==> config.mk <==
export PLATFORM = sky130hd
export DESIGN_NAME = prog_delay_line
export DESIGN_NICKNAME = d
export VERILOG_FILES = /design/src/rtl/prog_delay_line.sv
export SDC_FILE = /design/constraint.sdc
export NUM_CORES = 1
export LEC_CHECK = 0
export BUFFER_PORTS_ARGS = -buffer_cell sky130_fd_sc_hd__buf_2
export CORE_MARGIN = 2
export CORE_UTILIZATION = 25
export DETAILED_ROUTE_END_ITERATION = 8
export SLEW_MARGIN = 20
export SYNTH_ARGS = -nofsm -noshare
export SYNTH_HDL_FRONTEND = slang
export SYNTH_SLANG_ARGS = --single-unit
==> constraint.sdc <==
create_clock -name clk -period 10.4 [get_ports clk]
set_clock_uncertainty 0.2 [all_clocks]
set_input_delay 1.04 -clock clk [delete_from_list [all_inputs] [get_ports clk]]
set_output_delay 1.04 -clock clk [all_outputs]
set_load 0.005 [all_outputs]
==> src/rtl/prog_delay_line.sv <==
// Runtime-programmable delay line with per-stage valid tracking, flush, stall,
// an in-flight item counter and rejection of reconfiguration while busy.
module prog_delay_line #(
  parameter int WIDTH     = 32,
  parameter int MAX_DEPTH = 16,
  parameter int DLY_W     = 5
) (
  input  logic             clk,
  input  logic             rst,
  input  logic             stall,
  input  logic             flush,
  input  logic             in_valid,
  input  logic [WIDTH-1:0] in_data,
  input  logic             dly_load,
  input  logic [DLY_W-1:0] dly_sel,
  output logic             out_valid,
  output logic [WIDTH-1:0] out_data,
  output logic [DLY_W-1:0] dly_cur,
  output logic             dly_err,
  output logic             busy,
  output logic [DLY_W-1:0] count
);

  localparam logic [DLY_W-1:0] DLY_MAX = DLY_W'(MAX_DEPTH);

  logic [WIDTH-1:0]     d_q [MAX_DEPTH];
  logic [MAX_DEPTH-1:0] v_q, v_d;
  logic [DLY_W-1:0]     dly_q, dly_d;
  logic [DLY_W-1:0]     cnt_q, cnt_d;
  logic                 err_q, err_d;

  logic                 advance;
  logic                 tap_v;
  logic [WIDTH-1:0]     tap_d;
  logic                 in_acc;
  logic                 sel_ok;
  logic                 load_acc;

  assign advance = ~stall & ~flush;
  assign in_acc  = in_valid & ~stall;

  // Output tap: stage dly_cur-1, selected by comparison so no index truncation
  always_comb begin
    tap_d = '0;
    tap_v = 1'b0;
    for (int i = 0; i < MAX_DEPTH; i++) begin
      if (dly_q == DLY_W'(i + 1)) begin
        tap_d = d_q[i];
        tap_v = v_q[i];
      end
    end
  end

  assign out_valid = tap_v & advance;
  assign out_data  = tap_d;
  assign busy      = |v_q;
  assign dly_cur   = dly_q;
  assign dly_err   = err_q;
  assign count     = cnt_q;

  // Valid bits beyond the active tap are masked so they never reach busy/count
  always_comb begin
    v_d = v_q;
    if (flush) begin
      v_d = '0;
    end else if (!stall) begin
      v_d[0] = in_valid;
      for (int i = 1; i < MAX_DEPTH; i++) begin
        v_d[i] = v_q[i-1] & (DLY_W'(i) < dly_q);
      end
    end
  end

  always_comb begin
    if (flush) begin
      cnt_d = '0;
    end else begin
      cnt_d = cnt_q + DLY_W'(in_acc) - DLY_W'(out_valid);
    end
  end

  // Reconfiguration only while empty, so no item ever sees two different delays
  assign sel_ok   = (dly_sel != '0) && (dly_sel <= DLY_MAX);
  assign load_acc = dly_load & ~busy & sel_ok;
  assign dly_d    = load_acc ? dly_sel : dly_q;
  assign err_d    = dly_load & ~load_acc;

  always_ff @(posedge clk) begin
    if (rst) begin
      v_q   <= '0;
      dly_q <= DLY_MAX;
      cnt_q <= '0;
      err_q <= 1'b0;
    end else begin
      v_q   <= v_d;
      dly_q <= dly_d;
      cnt_q <= cnt_d;
      err_q <= err_d;
    end
  end

  // Data shifts on every advance regardless of valid
  always_ff @(posedge clk) begin
    if (rst) begin
      for (int i = 0; i < MAX_DEPTH; i++) begin
        d_q[i] <= '0;
      end
    end else if (advance) begin
      d_q[0] <= in_data;
      for (int i = 1; i < MAX_DEPTH; i++) begin
        d_q[i] <= d_q[i-1];
      end
    end
  end

endmodule

==> impl_metrics.tcl <==
set metrics [dict create \
    timing.rr.end "count[4]$_SDFF_PP0_" \
    fp-row-count 117 \
    dieArea_um2 105000 \
    setup_viol 0 \
    syn_nets 2179 \
    antenna_cells 0 \
    fin_ws_ps 4470 \
    synthArstFlopShare_pct 0 \
    clk_pin_slew_ps 60 \
    worstMarginPinSlew_ps 1220 \
    whs_ps 292 \
    slew_headroom_pct 18.1 \
    antenna_found_initial 8 \
    path_buf_inv 4 \
    rrSetupSlack_ps 5180 \
    syn_avg_cell_area_um2 12.0 \
    initial_core_util_pct 25.2 \
    dr.pass1.iters 5 \
    finalHoldViolations 0 \
    viasPerCell 4.85 \
    post_drt_wl_per_cell_um 20.8 \
    fp.dieW_um 324 \
    timing.rr.start "dly_cur[0]$_SDFFE_PP0P_" \
    vias 17300 \
    grt_overflow 0 \
    maxSlewViolCount 0 \
    ir_drop_v 0.000134 \
    grt_max_degree 229 \
    synthesis.area_um2 25600 \
    crit_family "buffers and inverters" \
    clkLatencyLatePin_ps 630 \
    critical_path_class "flop to primary output" \
    portBuffers 87 \
    cts_tree "yes" \
    total_power_mw 4.99 \
    place_hpwl_mm 47.0 \
    drive_above_1_share_pct 11.8 \
    drc 0 \
    cpPeakStageDelay_ps 890 \
    hold_class "flop to flop" \
    fp.coreArea_um2 102000 \
    p_leak_nw 10.1 \
    ys.flop_type "edfxtp_1" \
    synth_edf_count 512 \
    synth_cells 2130 \
    ios 88 \
    ant_nets 0 \
    cp_common_cell "buf_4" \
    power_density_nw_per_um2 171 \
    tns_ps 0 \
    dp_worst_setup_slack_ps 5190 \
    crit_start "dly_cur[0]$_SDFFE_PP0P_" \
    cp-endpoint "out_data[24]" \
    crit_arrival_ps 4690 \
    syn_to_final_growth_pct 14.1 \
    cts_buffers 58 \
    fill_cells 10400 \
    globalRouteTotalUtil_pct 13.9 \
    drv_cap 0 \
    cp.required_ps 9160 \
    drt-total-wl_mm 74.4 \
    slowest_stage "dfxtp_4" \
    cp.depth 9 \
    reg2reg_depth 15 \
    first_global_vias 16500 \
    place_congestion 0.818 \
    layoutNonFillerInstCount 3570 \
    dp.cells 3466 \
    period_minus_slack_ps 5930 \
    cts_resized 0 \
    rsz0062_at_grt "false" \
    cts_buffer_depth 3 \
    cts_max_level 2 \
    first_iter_violations 1898 \
    max_freq_mhz 169 \
    fin_area_um2 29200 \
    synth-seq-cells 539 \
    crit_chain "buf_4, buf_4, or3b_2, nor2_4, buf_4, a222oi_1, o221ai_1, nor2_1, buf_2" \
    ys_types 84 \
    nets 2207 \
    clock_sinks 539 \
    hold_buffers 0 \
    die_h_um 324 \
    fin_util_pct 28.7 \
    yosysWarnings 0 \
    postCtsSetupRepairBufs 0 \
    ctsRootBufferMaster "clkbuf_16" \
    status "complete, no violations" \
    ys_seq_area_share_pct 62.1 \
    start_kind "flop" \
    critPathCaptureType "primary output" \
    dpl-instance-area_um2 27500 \
    grt_first_pass_wirelength_mm 110 \
    fin_crit_sh_pct 57.1 \
    cp_max_fo 60 \
]
-- how the worst min path moves through the flow --
stage | start | end | slack (ps) | cells past startpoint
after floorplan | v_q[15]$_SDFFE_PP0N_ | v_q[15]$_SDFFE_PP0N_ | 240 | 2
after CTS | v_q[15]$_SDFFE_PP0N_ | v_q[15]$_SDFFE_PP0N_ | 300 | 2
after detailed placement | v_q[5]$_SDFFE_PP0N_ | v_q[5]$_SDFFE_PP0N_ | 290 | 2
after global placement | v_q[15]$_SDFFE_PP0N_ | v_q[15]$_SDFFE_PP0N_ | 280 | 2
final | v_q[15]$_SDFFE_PP0N_ | v_q[15]$_SDFFE_PP0N_ | 290 | 2
after global routing | v_q[15]$_SDFFE_PP0N_ | v_q[15]$_SDFFE_PP0N_ | 320 | 2
-- per-layer routing --
layer / track usage [%] / vias up / part of all wire [%]
met2: 20.0 / 692 / 43
met4: 4.22 / 10 / 2.6
met3: 3.32 / 115 / 8.5
met5: 0 / - / 0.083
met1: 20.4 / 8540 / 46
li1: - / 7949 / -
-- cell usage after synthesis, types with 23 or more instances --
master | number | share of area [%]
o22ai_1 | 25 | 0.61
dfxtp_1 | 27 | 2.1
o21ai_0 | 103 | 2.0
nor2b_1 | 197 | 4.8
edfxtp_1 | 512 | 60
and2_1 | 325 | 7.9
a211oi_1 | 28 | 0.82
nor3_1 | 40 | 0.78
inv_1 | 25 | 0.37
o211ai_1 | 25 | 0.73
buf_2 | 48 | 0.94
a21oi_1 | 108 | 2.1
nor2_1 | 120 | 1.8
nand2_1 | 66 | 0.97
clkbuf_1 | 94 | 1.4
o2bb2ai_1 | 26 | 0.89
mux2i_1 | 23 | 0.90
a221oi_1 | 24 | 0.82
-- final cells by class --
cell class	instances	area, µm²	area share, %
well taps	1368	1710	5.86
inverters	27	101	0.347
multi-input cells	1406	8960	30.6
clock buffers	78	1570	5.36
repair buffers	126	772	2.64
flip-flops and latches	539	15900	54.5
clock inverters	26	194	0.663
-- state kept, by name (all words and copies together) (netlist names) --
name	cells
count	5
v_q	16
dly_err	1
dly_cur	5
d_q	512
-- cells by family after synthesis --
| family | synth area share (%) |
|---|---|
| AND/OR/NAND/NOR | 19.6 |
| flip-flops | 62.1 |
| AO/OA/AOI/OAI | 13.4 |
| buffers and inverters | 3.12 |
| multiplexers | 1.16 |
| XOR/XNOR | 0.205 |
| adder cells (fa/ha/maj) | 0.322 |
-- where the power goes --
group	total [mW]	internal (mW)	switching, mW	leakage [nW]
Sequential	2.61	2.54	0.0782	5.66
Clock	1.97	1.10	0.869	0.871
Combinational	0.405	0.136	0.269	3.56
Total	4.99	3.77	1.22	10.1
-- worst min-delay path: stages (launching register included) --
cell and delay [ps]:
dfxtp_1 330, nand2_1 60, a21oi_1 50
-- cell usage in the layout (no fill, tap or decap), types with 28 or more instances in the layout --
cell type | Yosys | routed
edfxtp_1 | 512 | 512
and2_1 | 325 | 325
nor2b_1 | 197 | 197
nor2_1 | 120 | 119
a21oi_1 | 108 | 108
o21ai_0 | 103 | 103
buf_2 | 48 | 86
nand2_1 | 66 | 66
clkbuf_16 | 0 | 58
nor3_1 | 40 | 39
buf_4 | 9 | 36
a211oi_1 | 28 | 28
Power figures use the tool's default switching activity.
